## src/rtl/laser_cannon_pkg.sv

```systemverilog
// rtl/laser_cannon_pkg.sv - shared game geometry, colour codes and laser FSM states
package laser_cannon_pkg;

    localparam int SCREEN_WIDTH  = 640;
    localparam int SCREEN_HEIGHT = 480;
    localparam int SHIP_HEIGHT   = 30;
    localparam int V_OFFSET      = 10;

    localparam logic [2:0] NONE       = 3'd7;
    localparam logic [2:0] BACKGROUND = 3'd0;
    localparam logic [2:0] SPACESHIP  = 3'd1;
    localparam logic [2:0] ALIENS0    = 3'd2;
    localparam logic [2:0] ALIENS1    = 3'd3;
    localparam logic [2:0] ALIENS2    = 3'd4;
    localparam logic [2:0] ALIENS3    = 3'd5;
    localparam logic [2:0] LASER      = 3'd6;

    typedef enum logic [1:0] {
        IDLE     = 2'd0,
        FLY      = 2'd1,
        COOLDOWN = 2'd2
    } state_t;

endpackage

```

## src/rtl/laser_cannon_move_tick_gen.sv

```systemverilog
// rtl/laser_cannon_move_tick_gen.sv - free-running divider pulsing one move tick every MOVE_DIV cycles
module move_tick_gen #(
    parameter int MOVE_DIV = 100000
) (
    input  logic clk,
    input  logic reset,
    input  logic clear,
    output logic tick
);

    localparam int CW = (MOVE_DIV > 2) ? $clog2(MOVE_DIV) : 1;

    logic [CW-1:0] cnt;

    assign tick = (cnt == CW'(MOVE_DIV - 1));

    always_ff @(posedge clk) begin
        if (!reset || clear || tick) begin
            cnt <= '0;
        end else begin
            cnt <= cnt + CW'(1);
        end
    end

endmodule

```

## src/rtl/laser_cannon.sv

```systemverilog
// rtl/laser_cannon.sv - player laser bolt: launch on fire edge, climb per move tick, stop on hit or top exit
module laser_cannon
    import laser_cannon_pkg::*;
#(
    parameter int SCREEN_WIDTH   = laser_cannon_pkg::SCREEN_WIDTH,
    parameter int SCREEN_HEIGHT  = laser_cannon_pkg::SCREEN_HEIGHT,
    parameter int SHIP_HEIGHT    = laser_cannon_pkg::SHIP_HEIGHT,
    parameter int V_OFFSET       = laser_cannon_pkg::V_OFFSET,
    parameter int LASER_WIDTH    = 4,
    parameter int LASER_HEIGHT   = 12,
    parameter int LASER_STEP     = 8,
    parameter int MOVE_DIV       = 100000,
    parameter int COOLDOWN_TICKS = 8
) (
    input  logic       clk,
    input  logic       reset,
    input  logic       fire,
    input  logic [9:0] gunPosition,
    input  logic [9:0] hPos,
    input  logic [9:0] vPos,
    input  logic       hit,
    output logic [9:0] laserX,
    output logic [9:0] laserY,
    output logic       active,
    output logic [2:0] color
);

    localparam logic [9:0] LAUNCH_Y = 10'(SCREEN_HEIGHT - V_OFFSET - SHIP_HEIGHT - LASER_HEIGHT);
    localparam int         HALF_W   = LASER_WIDTH / 2;
    localparam int         CDW      = $clog2(COOLDOWN_TICKS) + 1;

    state_t         state, next_state;
    logic           fire_q;
    logic           fire_edge;
    logic           tick;
    logic           launch, stop, move, cd_done;
    logic [CDW-1:0] cd_cnt;

    assign fire_edge = fire & ~fire_q;

    move_tick_gen #(
        .MOVE_DIV(MOVE_DIV)
    ) u_move_tick_gen (
        .clk  (clk),
        .reset(reset),
        .clear(launch),
        .tick (tick)
    );

    // hit outranks a coincident tick; the step guard keeps laserY from underflowing
    always_comb begin
        next_state = state;
        launch     = 1'b0;
        stop       = 1'b0;
        move       = 1'b0;
        cd_done    = 1'b0;
        case (state)
            IDLE: begin
                if (fire_edge) begin
                    launch     = 1'b1;
                    next_state = FLY;
                end
            end
            FLY: begin
                if (hit) begin
                    stop       = 1'b1;
                    next_state = COOLDOWN;
                end else if (tick) begin
                    if (laserY > 10'(LASER_STEP)) begin
                        move = 1'b1;
                    end else begin
                        stop       = 1'b1;
                        next_state = COOLDOWN;
                    end
                end
            end
            COOLDOWN: begin
                if (tick && (cd_cnt == CDW'(COOLDOWN_TICKS - 1))) begin
                    cd_done    = 1'b1;
                    next_state = IDLE;
                end
            end
            default: next_state = IDLE;
        endcase
    end

    always_ff @(posedge clk) begin
        if (!reset) begin
            state  <= IDLE;
            fire_q <= 1'b1;
            laserX <= '0;
            laserY <= '0;
            active <= 1'b0;
            cd_cnt <= '0;
        end else begin
            state  <= next_state;
            fire_q <= fire;
            if (launch) begin
                laserX <= gunPosition;
                laserY <= LAUNCH_Y;
                active <= 1'b1;
            end
            if (move) begin
                laserY <= laserY - 10'(LASER_STEP);
            end
            if (stop) begin
                active <= 1'b0;
                cd_cnt <= '0;
            end else if (state == COOLDOWN && tick) begin
                cd_cnt <= cd_done ? '0 : cd_cnt + CDW'(1);
            end
        end
    end

    // bounds widened to 11 bits so the edges of the bolt cannot wrap around
    logic [10:0] h_ext, v_ext, x_ext, y_ext;
    logic        in_h, in_v, visible;

    always_comb begin
        h_ext   = {1'b0, hPos};
        v_ext   = {1'b0, vPos};
        x_ext   = {1'b0, laserX};
        y_ext   = {1'b0, laserY};
        in_h    = (h_ext + 11'(HALF_W) >= x_ext) && (h_ext <= x_ext + 11'(HALF_W - 1));
        in_v    = (v_ext >= y_ext) && (v_ext <= y_ext + 11'(LASER_HEIGHT - 1));
        visible = (h_ext < 11'(SCREEN_WIDTH)) && (v_ext < 11'(SCREEN_HEIGHT));
        color   = (active && in_h && in_v && visible) ? LASER : BACKGROUND;
    end

endmodule
```

## config.mk

```make
export PLATFORM = sky130hd
export DESIGN_NAME = laser_cannon
export DESIGN_NICKNAME = d
export VERILOG_FILES = /design/src/rtl/laser_cannon_pkg.sv /design/src/rtl/laser_cannon_move_tick_gen.sv /design/src/rtl/laser_cannon.sv
export SDC_FILE = /design/constraint.sdc
export NUM_CORES = 1
export LEC_CHECK = 0
export CAP_MARGIN = 5
export CORE_ASPECT_RATIO = 0.8
export CORE_MARGIN = 2
export CORE_UTILIZATION = 28
export CTS_CLUSTER_DIAMETER = 100
export CTS_CLUSTER_SIZE = 10
export DETAILED_ROUTE_END_ITERATION = 16
export PLACE_DENSITY_LB_ADDON = 0.08
export SLEW_MARGIN = 20
export SYNTH_ARGS = -nofsm -noshare
export SYNTH_HDL_FRONTEND = slang
export SYNTH_SLANG_ARGS = --single-unit
```

## constraint.sdc

```tcl
create_clock -name clk -period 5.8 [get_ports clk]
set_clock_uncertainty 0.1 [all_clocks]
set_input_delay 0.58 -clock clk [delete_from_list [all_inputs] [get_ports clk]]
set_output_delay 0.58 -clock clk [all_outputs]
set_load 0.005 [all_outputs]
```

Yosys cells after proc, flatten, opt, wreduce, memory -nomap -nowiden
Index checks and enable logic that the tools add are counted.
Operators by class
  add/subtract/negate cells: 6
  order comparisons: 7
  eq/ne operators: 8
  muxes and demuxes: 22
  bitwise logic cells: 3
  reduce and logical (&&, ||, !) cells: 15
Operators with widths (number)
  <= comparator 10 x 11 -> 1 bit: 2
  two-way mux 10 bit: 2
  adder 17 x 1 -> 17 bit, second input constant: 1
  == test 17 bit, second input constant: 1
  two-way mux 1 bit: 12
  adder 10 x 1 -> 11 bit, second input constant: 1
  adder 10 x 2 -> 11 bit, second input constant: 1
  adder 10 x 4 -> 11 bit, second input constant: 1
  >= comparator 11 x 10 -> 1 bit: 1
  >= comparator 10 bit: 1
  greater-than comparator 10 x 4 -> 1 bit, second input constant: 1
  < comparator 10 bit, second input constant: 1
  < comparator 10 x 9 -> 1 bit, second input constant: 1
  two-way mux 2 bit: 5
  subtractor 10 x 4 -> 10 bit, second input constant: 1
  logical AND 1 bit: 8
  != test 3 bit, second input constant: 2
  one-hot mux 2 bit (3 select lines): 1
  adder 4 x 1 -> 4 bit, second input constant: 1
  == test 4 x 3 -> 1 bit, second input constant: 1
  two-way mux 4 bit: 1
  != test 2 bit, second input constant: 2
  AND reduction 4 bit: 1
  two-way mux 3 bit: 1
  other kinds (9): 11
Storage, ports and cells
  register bits after elaboration: 45
  bits of input ports: 34
  output and inout bits: 24

Logic depth before layout (Yosys ltp)
Gate-level depths: netlist of the first run.
  depth in word-level cells: 7
  mapped depth: 12
  gate-level depth less buffers: 11

Modules after synthesis
Synthesis of the first run repeated with hierarchy kept, for this count alone.
Unflattened totals
  cell total of the unflattened synthesis: 386
  area, all modules: 3179.3 um^2
By module, submodules not included
  laser_cannon: instances 1, cells an instance 298, area an instance 2377.3 um^2
  move_tick_gen: instances 1, cells an instance 88, area an instance 802.0 um^2

Worst setup path after synthesis of the first run
Ideal clock, no wire load.
  path kind: reg-to-output
  from: register laserX[0]
  to: output color[2]
  data arrival time: 2611 ps
  setup slack: 2509 ps
  stages on the path, launching flop included: 13
  buffers on the path: 1
  path through: dfxtp_1 ha_1 and3_1 nand3_1 nor3_1 xnor2_1 ha_1 a21o_1 a21oi_1 nor3b_1 a211oi_1 nor4_1 buf_4
Between the ends
  word-level cells in the longest chain between the ends: 7
RTL lines
  start: declaration: RTL line laser_cannon.sv:22  | output logic [9:0] laserX,
  start signal: assignment: RTL line laser_cannon.sv:99  | laserX <= gunPosition;
  adder 10 x 1 -> 11 bit: RTL line laser_cannon.sv:124  | in_h = (h_ext + 11'(HALF_W) >= x_ext) && (h_ext <= x_ext + 11'(HALF_W - 1));
  <= comparator 10 x 11 -> 1 bit: RTL line laser_cannon.sv:124
  logical AND 1 bit *: RTL line laser_cannon.sv:124
  logical AND 1 bit * (3 in a row): RTL line laser_cannon.sv:127  | color = (active && in_h && in_v && visible) ? LASER : BACKGROUND;
  two-way mux 3 bit *: RTL line laser_cannon.sv:127
  end: declaration: RTL line laser_cannon.sv:25  | output logic [2:0] color
Every way passes the cells marked *; elsewhere a longest branch is shown, timed or not.

Worst setup path after layout of the first run
  from: register laserX[0]
  to: output color[1]
The elaborated chain is that of the path after synthesis.

==> impl_metrics.env, run 1 <==
export IMPL_final_core_util_pct=36.7
export IMPL_p_leak_nw=1.40
export IMPL_drt_total_wl_mm=8.03
export IMPL_p_per_area_mw_per_mm2=202
export IMPL_ys_warn_count=0
export IMPL_synth_area_mm2=0.00312
export IMPL_post_cts_buffers=0
export IMPL_numPortBuffers=54
export IMPL_place_area_mm2=0.00379
export IMPL_setup_tns_final_ns=0
export IMPL_fp_row_count=34
export IMPL_io_pins=58
export IMPL_relSlewSlack_pct=40.2
export IMPL_path_delay_family="simple AND/OR/NAND/NOR gates"
export IMPL_worst_slew_pin_slew_ns=0.890
export IMPL_hpwl_mm=6.44
export IMPL_timing_final_crit_share_pct=72.8
export IMPL_gp_congestion=0.802
export IMPL_avgViaCountPerCell=4.79
export IMPL_syn_avg_cell_area_um2=8.04
export IMPL_worstPathRequired_ns=5.12
export IMPL_num_antenna_cells=0
export IMPL_cts_made_buffers=5
export IMPL_cts_hold_fix_buffers=0
export IMPL_worstPathArrival_ns=3.54
export IMPL_fillers=1151
export IMPL_max_stage_delay_ns=0.58
export IMPL_status="complete, no violations"
export IMPL_min_period_ns=4.22
export IMPL_overflow=0
export IMPL_cts_tree="yes"
export IMPL_cts_clk_slew_worst_paths_ns=0.06
export IMPL_vias=2796
export IMPL_clock_sinks=43
export IMPL_hold_class="flop to flop"
export IMPL_path_buf_inv=1
export IMPL_syn_to_final_growth_pct=27.5
export IMPL_ys_async_sr_fraction_pct=0
export IMPL_wl_per_cell_um=13.7
export IMPL_synthFlopType="dfxtp_1"
export IMPL_hold_violations=0
export IMPL_grt_max_degree=18
export IMPL_yosys_area_top_type="dfxtp_1"
export IMPL_crit_top_cell="ha_1"
export IMPL_drv_slew=0
export IMPL_synth_cells=388
export IMPL_ant_nets=0
export IMPL_path_cells="ha_1 -> and3_1 -> nand3_1 -> nor3_1 -> xnor2_1 -> ha_1 -> a21o_1 -> a21oi_1 -> nor3b_1 -> a211oi_1 -> nor4_1 -> clkdlybuf4s50_1"
export IMPL_drive_above_1_share_pct=3.86
export IMPL_final_cell_area_mm2=0.00398
export IMPL_synth_enable_flop_cells=0
export IMPL_grt_use_total_pct=13.8
export IMPL_ir_drop_mv=0.129
export IMPL_grt_pass1_wl_mm=13.4
export IMPL_cp_max_fo=6
export IMPL_ys_ff_latch=43
export IMPL_fin_nets=514
export IMPL_critPathSlowestCell="clkdlybuf4s50_1"
export IMPL_cts_resized=0
export IMPL_drt_iter0_drc=118
export IMPL_yosysTopAreaCellShare_pct=27.6
export IMPL_worst_setup_path_type="flop to output port"
export IMPL_rsz0062_at_grt="no"
export IMPL_drv_cap=0
export IMPL_synth_distinct_cells=51
export IMPL_cts_max_path_buffers=2
export IMPL_h_tree_depth=2
export IMPL_coreArea_mm2=0.0108
export IMPL_clock_latency_ns=0.28
export IMPL_grt_pass1_vias=2616
export IMPL_drtPass1Iterations=4
export IMPL_antenna_found_initial=0
export IMPL_cts_root_buf="clkbuf_16"
export IMPL_setup_viol=0
export IMPL_yosysMostFrequentCell="dfxtp_1"
export IMPL_die_area_mm2=0.0120
export IMPL_drc=0
export IMPL_die_w_um=122
export IMPL_initial_core_util_pct=28.8
export IMPL_fmax_mhz=237
export IMPL_die_h_um=98.4
export IMPL_yosys_top_cells_area="dfxtp_1, ha_1, xnor2_1"
export IMPL_end_kind="output port"
export IMPL_ys_seq_area_share_pct=27.6
export IMPL_critPathLaunchType="flop"
export IMPL_synthTopCellsByCount="dfxtp_1, ha_1, nand2_1, nor2_1, a21oi_1"
path summary, 6_finish.rpt:
check                               from                endpoint  slack, ns  cells past startpoint
setup / recovery               laserX[0]                color[1]       1.58                     12
hold / removal    u_move_tick_gen.cnt[0]  u_move_tick_gen.cnt[0]       0.36                      1
setup reg to reg  u_move_tick_gen.cnt[0]               laserY[8]       3.35                      6
hold reg to reg   u_move_tick_gen.cnt[0]  u_move_tick_gen.cnt[0]       0.36                      1
worst reg2reg max path: stages, from the launching register on:
cell and delay [ns]:
dfxtp_1 0.35, ha_1 0.27, and4_1 0.27, nand4_4 0.18
nor4_2 0.78, a311oi_1 0.22, nor3_1 0.19
power by group:
part | switching (mW) | internal [mW] | leakage, nW
registers | 0.0106 | 0.303 | 0.349
logic | 0.0630 | 0.0658 | 0.962
clock network | 0.115 | 0.247 | 0.0911
logic make-up after synthesis:
logic type / synth area share (%)
adders and majority gates: 16.4
muxes: 0.682
AOI/OAI and AO/OA: 13.3
xor gates and xnor gates: 9.54
buffers and inverters: 5.57
and+or+nand+nor: 26.8
DFF: 27.6
other: 0.120
cells in the final DEF, fill, tap and decap left out, drive strengths merged, types with 2 or more instances in the layout:
master,n
or3,8
o21ai,16
ha,41
a21oi,30
or4,2
inv,28
a211oi,4
a21o,3
nor4b,2
bufinv,2
nor2,34
nor4,3
o2111ai,2
clkbuf,6
xor2,7
xnor2,27
nand3,24
a311oi,2
and4,5
and4bb,2
clkdlybuf4s50,54
nand3b,2
dfxtp,43
and3,5
nand4,8
nand2,35
conb,3
nor3,18
nand2b,6
registers in the layout, summed over array words and instances (netlist names):
register             count
fire_q                   1
cd_cnt                   4
laserY                   8
state                    2
u_move_tick_gen.cnt     17
laserX                  10
active                   1
final cells by class:
type	instances	area [um2]	share of cell area, %
timing repair buffer	55	548	13.8
multi-input combinational	305	2090	52.6
sequential	43	861	21.6
inverter	29	109	2.73
tap	144	180	4.53
clock inverter	2	60.1	1.51
clock buffer	6	129	3.24
routing by layer:
layer	vias to the layer above	share of wire, %	GRT usage [%]
met5	-	0	0
li1	1474	-	-
met3	10	3.8	2.37
met4	0	0.97	3.45
met1	1275	54	20.7
met2	37	42	20.4
through the flow:
step	cells	hold WS [ns]	setup WS (ns)	power, mW
2_1_floorplan	390	0.318	2.51	0.390
3_3_place_gp	576	0.336	1.70	0.450
4_1_cts	584	0.356	1.49	0.817
5_1_grt	584	0.389	1.18	0.845
3_5_place_dp	576	0.348	1.65	0.449
6_report	584	0.356	1.58	0.804
Power figures use the tool's default switching activity.
==> run 2: changes to the inputs <==
==> constraint.sdc (replaced) <==
create_clock -name clk -period 3.9 [get_ports clk]
set_clock_uncertainty 0.1 [all_clocks]
set_input_delay 0.39 -clock clk [delete_from_list [all_inputs] [get_ports clk]]
set_output_delay 0.39 -clock clk [all_outputs]
set_load 0.005 [all_outputs]
==> run 2 against run 1 <==
- hold slack worse by 0.0091 ns
- global-route usage fell by 0.080 points
- critical path depth decreased by 2
- clock power rose by 33%
- first-iteration DRC count grew 40%
- cell area increased by 1.9%
- via count grew 2.0%
- core utilization grew 0.69 points
- clock-buffer cell count stayed put
- critical endpoint unchanged
==> impl_metrics.env, run 2 (synthesis gave the netlist of run 1 again) <==
export IMPL_hpwl_mm=6.50
export IMPL_cts_clk_slew_worst_paths_ns=0.06
export IMPL_p_leak_nw=1.49
export IMPL_drv_cap=0
export IMPL_cts_tree="yes"
export IMPL_ir_drop_mv=0.202
export IMPL_antenna_found_initial=0
export IMPL_worstPathArrival_ns=2.96
export IMPL_fp_row_count=34
export IMPL_reg_top3="u_move_tick_gen.cnt (17), laserX (10), laserY (8)"
export IMPL_rsz0062_at_grt="no"
export IMPL_grt_pass1_wl_mm=13.3
export IMPL_stdcell_count=593
export IMPL_syn_to_final_growth_pct=30.0
export IMPL_end_kind="output port"
export IMPL_hold_class="flop to flop"
export IMPL_r2r_start="u_move_tick_gen.cnt[0]"
export IMPL_status="complete, no violations"
export IMPL_seqPwrFrac_pct=40.3
export IMPL_worst_slew_pin_slew_ns=0.893
export IMPL_drc=0
export IMPL_io_pins=58
export IMPL_overflow=0
export IMPL_final_cell_mix="clkdlybuf4s50_1, dfxtp_1, ha_1"
export IMPL_avgViaCountPerCell=4.81
export IMPL_timing_final_crit_share_pct=88.4
export IMPL_worst_setup_path_type="input port to output port"
export IMPL_critPathLaunchType="input port"
export IMPL_clock_latency_ns=0.28
export IMPL_initial_core_util_pct=28.8
export IMPL_placed_cells=585
export IMPL_mostFrequentLayoutCell="clkdlybuf4s50_1"
export IMPL_clock_sinks=43
export IMPL_min_from="u_move_tick_gen.cnt[0]"
export IMPL_whs_endpoint="u_move_tick_gen.cnt[0]"
export IMPL_wl_per_cell_um=13.6
export IMPL_vias=2851
export IMPL_p_per_area_mw_per_mm2=282
export IMPL_ant_nets=0
export IMPL_drt_iter0_drc=165
export IMPL_intPower_mw=0.870
export IMPL_clkPwrFrac_pct=42.1
export IMPL_cts_root_buf="clkbuf_16"
export IMPL_worstPathRequired_ns=3.41
export IMPL_cp_max_fo=6
export IMPL_grt_max_degree=18
export IMPL_cts_max_path_buffers=2
export IMPL_h_tree_depth=2
export IMPL_fillers=1113
export IMPL_fin_nets=523
export IMPL_hold_violations=0
export IMPL_gp_congestion=0.847
export IMPL_r2r_cells=6
export IMPL_p_sw_mw=0.275
export IMPL_largest_reg_flops=17
export IMPL_numPortBuffers=54
export IMPL_grt_use_total_pct=13.7
export IMPL_setup_ws_ns=0.454
export IMPL_drt_total_wl_mm=8.08
export IMPL_r2r_slack_ns=1.46
export IMPL_r2r_end="laserY[8]"
export IMPL_num_antenna_cells=0
export IMPL_final_core_util_pct=37.4
export IMPL_die_h_um=98.4
export IMPL_setup_viol=0
export IMPL_die_area_mm2=0.0120
export IMPL_drtPass1Iterations=4
export IMPL_holdPathStages=1
export IMPL_setup_tns_final_ns=0
export IMPL_relSlewSlack_pct=40.0
export IMPL_coreArea_mm2=0.0108
export IMPL_largest_register="u_move_tick_gen.cnt"
export IMPL_combPwrFrac_pct=17.6
export IMPL_min_period_ns=3.45
export IMPL_switching_share_pct=24.0
export IMPL_fmax_mhz=290
export IMPL_die_w_um=122
export IMPL_place_ws_ns=0.114
export IMPL_drive_above_1_share_pct=6.68
export IMPL_drv_slew=0
export IMPL_cts_hold_fix_buffers=0
export IMPL_cts_made_buffers=5
export IMPL_grt_pass1_vias=2619
-- run 2: timing repair --
action                                  in CTS  in global routing
setup buffers                                0                  0
endpoints found under the setup margin       2                  2
resized for setup                            1                  5
pin swaps                                    0                  2
-- run 2: area by class of cell --
type / count / area (um2) / share of cell area (%)
multi-input combinational: 305 / 2110 / 52.1
sequential: 43 / 861 / 21.2
timing repair buffer: 64 / 621 / 15.3
tap: 144 / 180 / 4.44
clock buffer: 6 / 139 / 3.42
inverter: 29 / 109 / 2.68
clock inverter: 2 / 35.0 / 0.864
-- run 2: power groups by stage --
stage               Combinational [mW]  Sequential, mW  Clock [mW]
global route                     0.229           0.463       0.520
global placement                 0.202           0.472           0
CTS                              0.203           0.462       0.501
floorplan                        0.110           0.470           0
finish                           0.202           0.462       0.482
detailed placement               0.201           0.472           0
-- run 2: critical path: stages --
cell	delay, ns
clkdlybuf4s50_1	0.58
and4_1	0.25
and4_1	0.24
xor2_1	0.16
ha_1	0.28
a21oi_1	0.14
o21ai_0	0.09
a2111oi_1	0.54
nor4_2	0.10
dlymetal6s2s_1	0.17
-- run 2: worst max-delay path by stage --
stage / start / to / slack (ns) / cells after the start
after floorplan: laserX[0] / color[2] / 0.80 / 12
after global placement: hPos[1] / color[1] / 0.18 / 11
after detailed placement: hPos[1] / color[1] / 0.11 / 11
after CTS: laserX[1] / color[1] / 0.04 / 12
after global routing: laserX[1] / color[1] / 0.26 / 12
final: hPos[3] / color[1] / 0.45 / 10
-- run 2: routing by layer --
layer  routed length [um]  track usage [%]
met1                 4250             20.7
met3                  339             2.14
met2                 3460             20.6
met5                    0                0
met4                   37             2.92
-- run 2: through the flow --
stage | hold WS (ns) | power [mW] | instance area [um2]
final | 0.346 | 1.15 | 4060
after floorplan | 0.318 | 0.580 | 3130
after global placement | 0.335 | 0.674 | 3860
after detailed placement | 0.339 | 0.672 | 3860
after CTS | 0.354 | 1.17 | 4040
after global routing | 0.387 | 1.21 | 4060
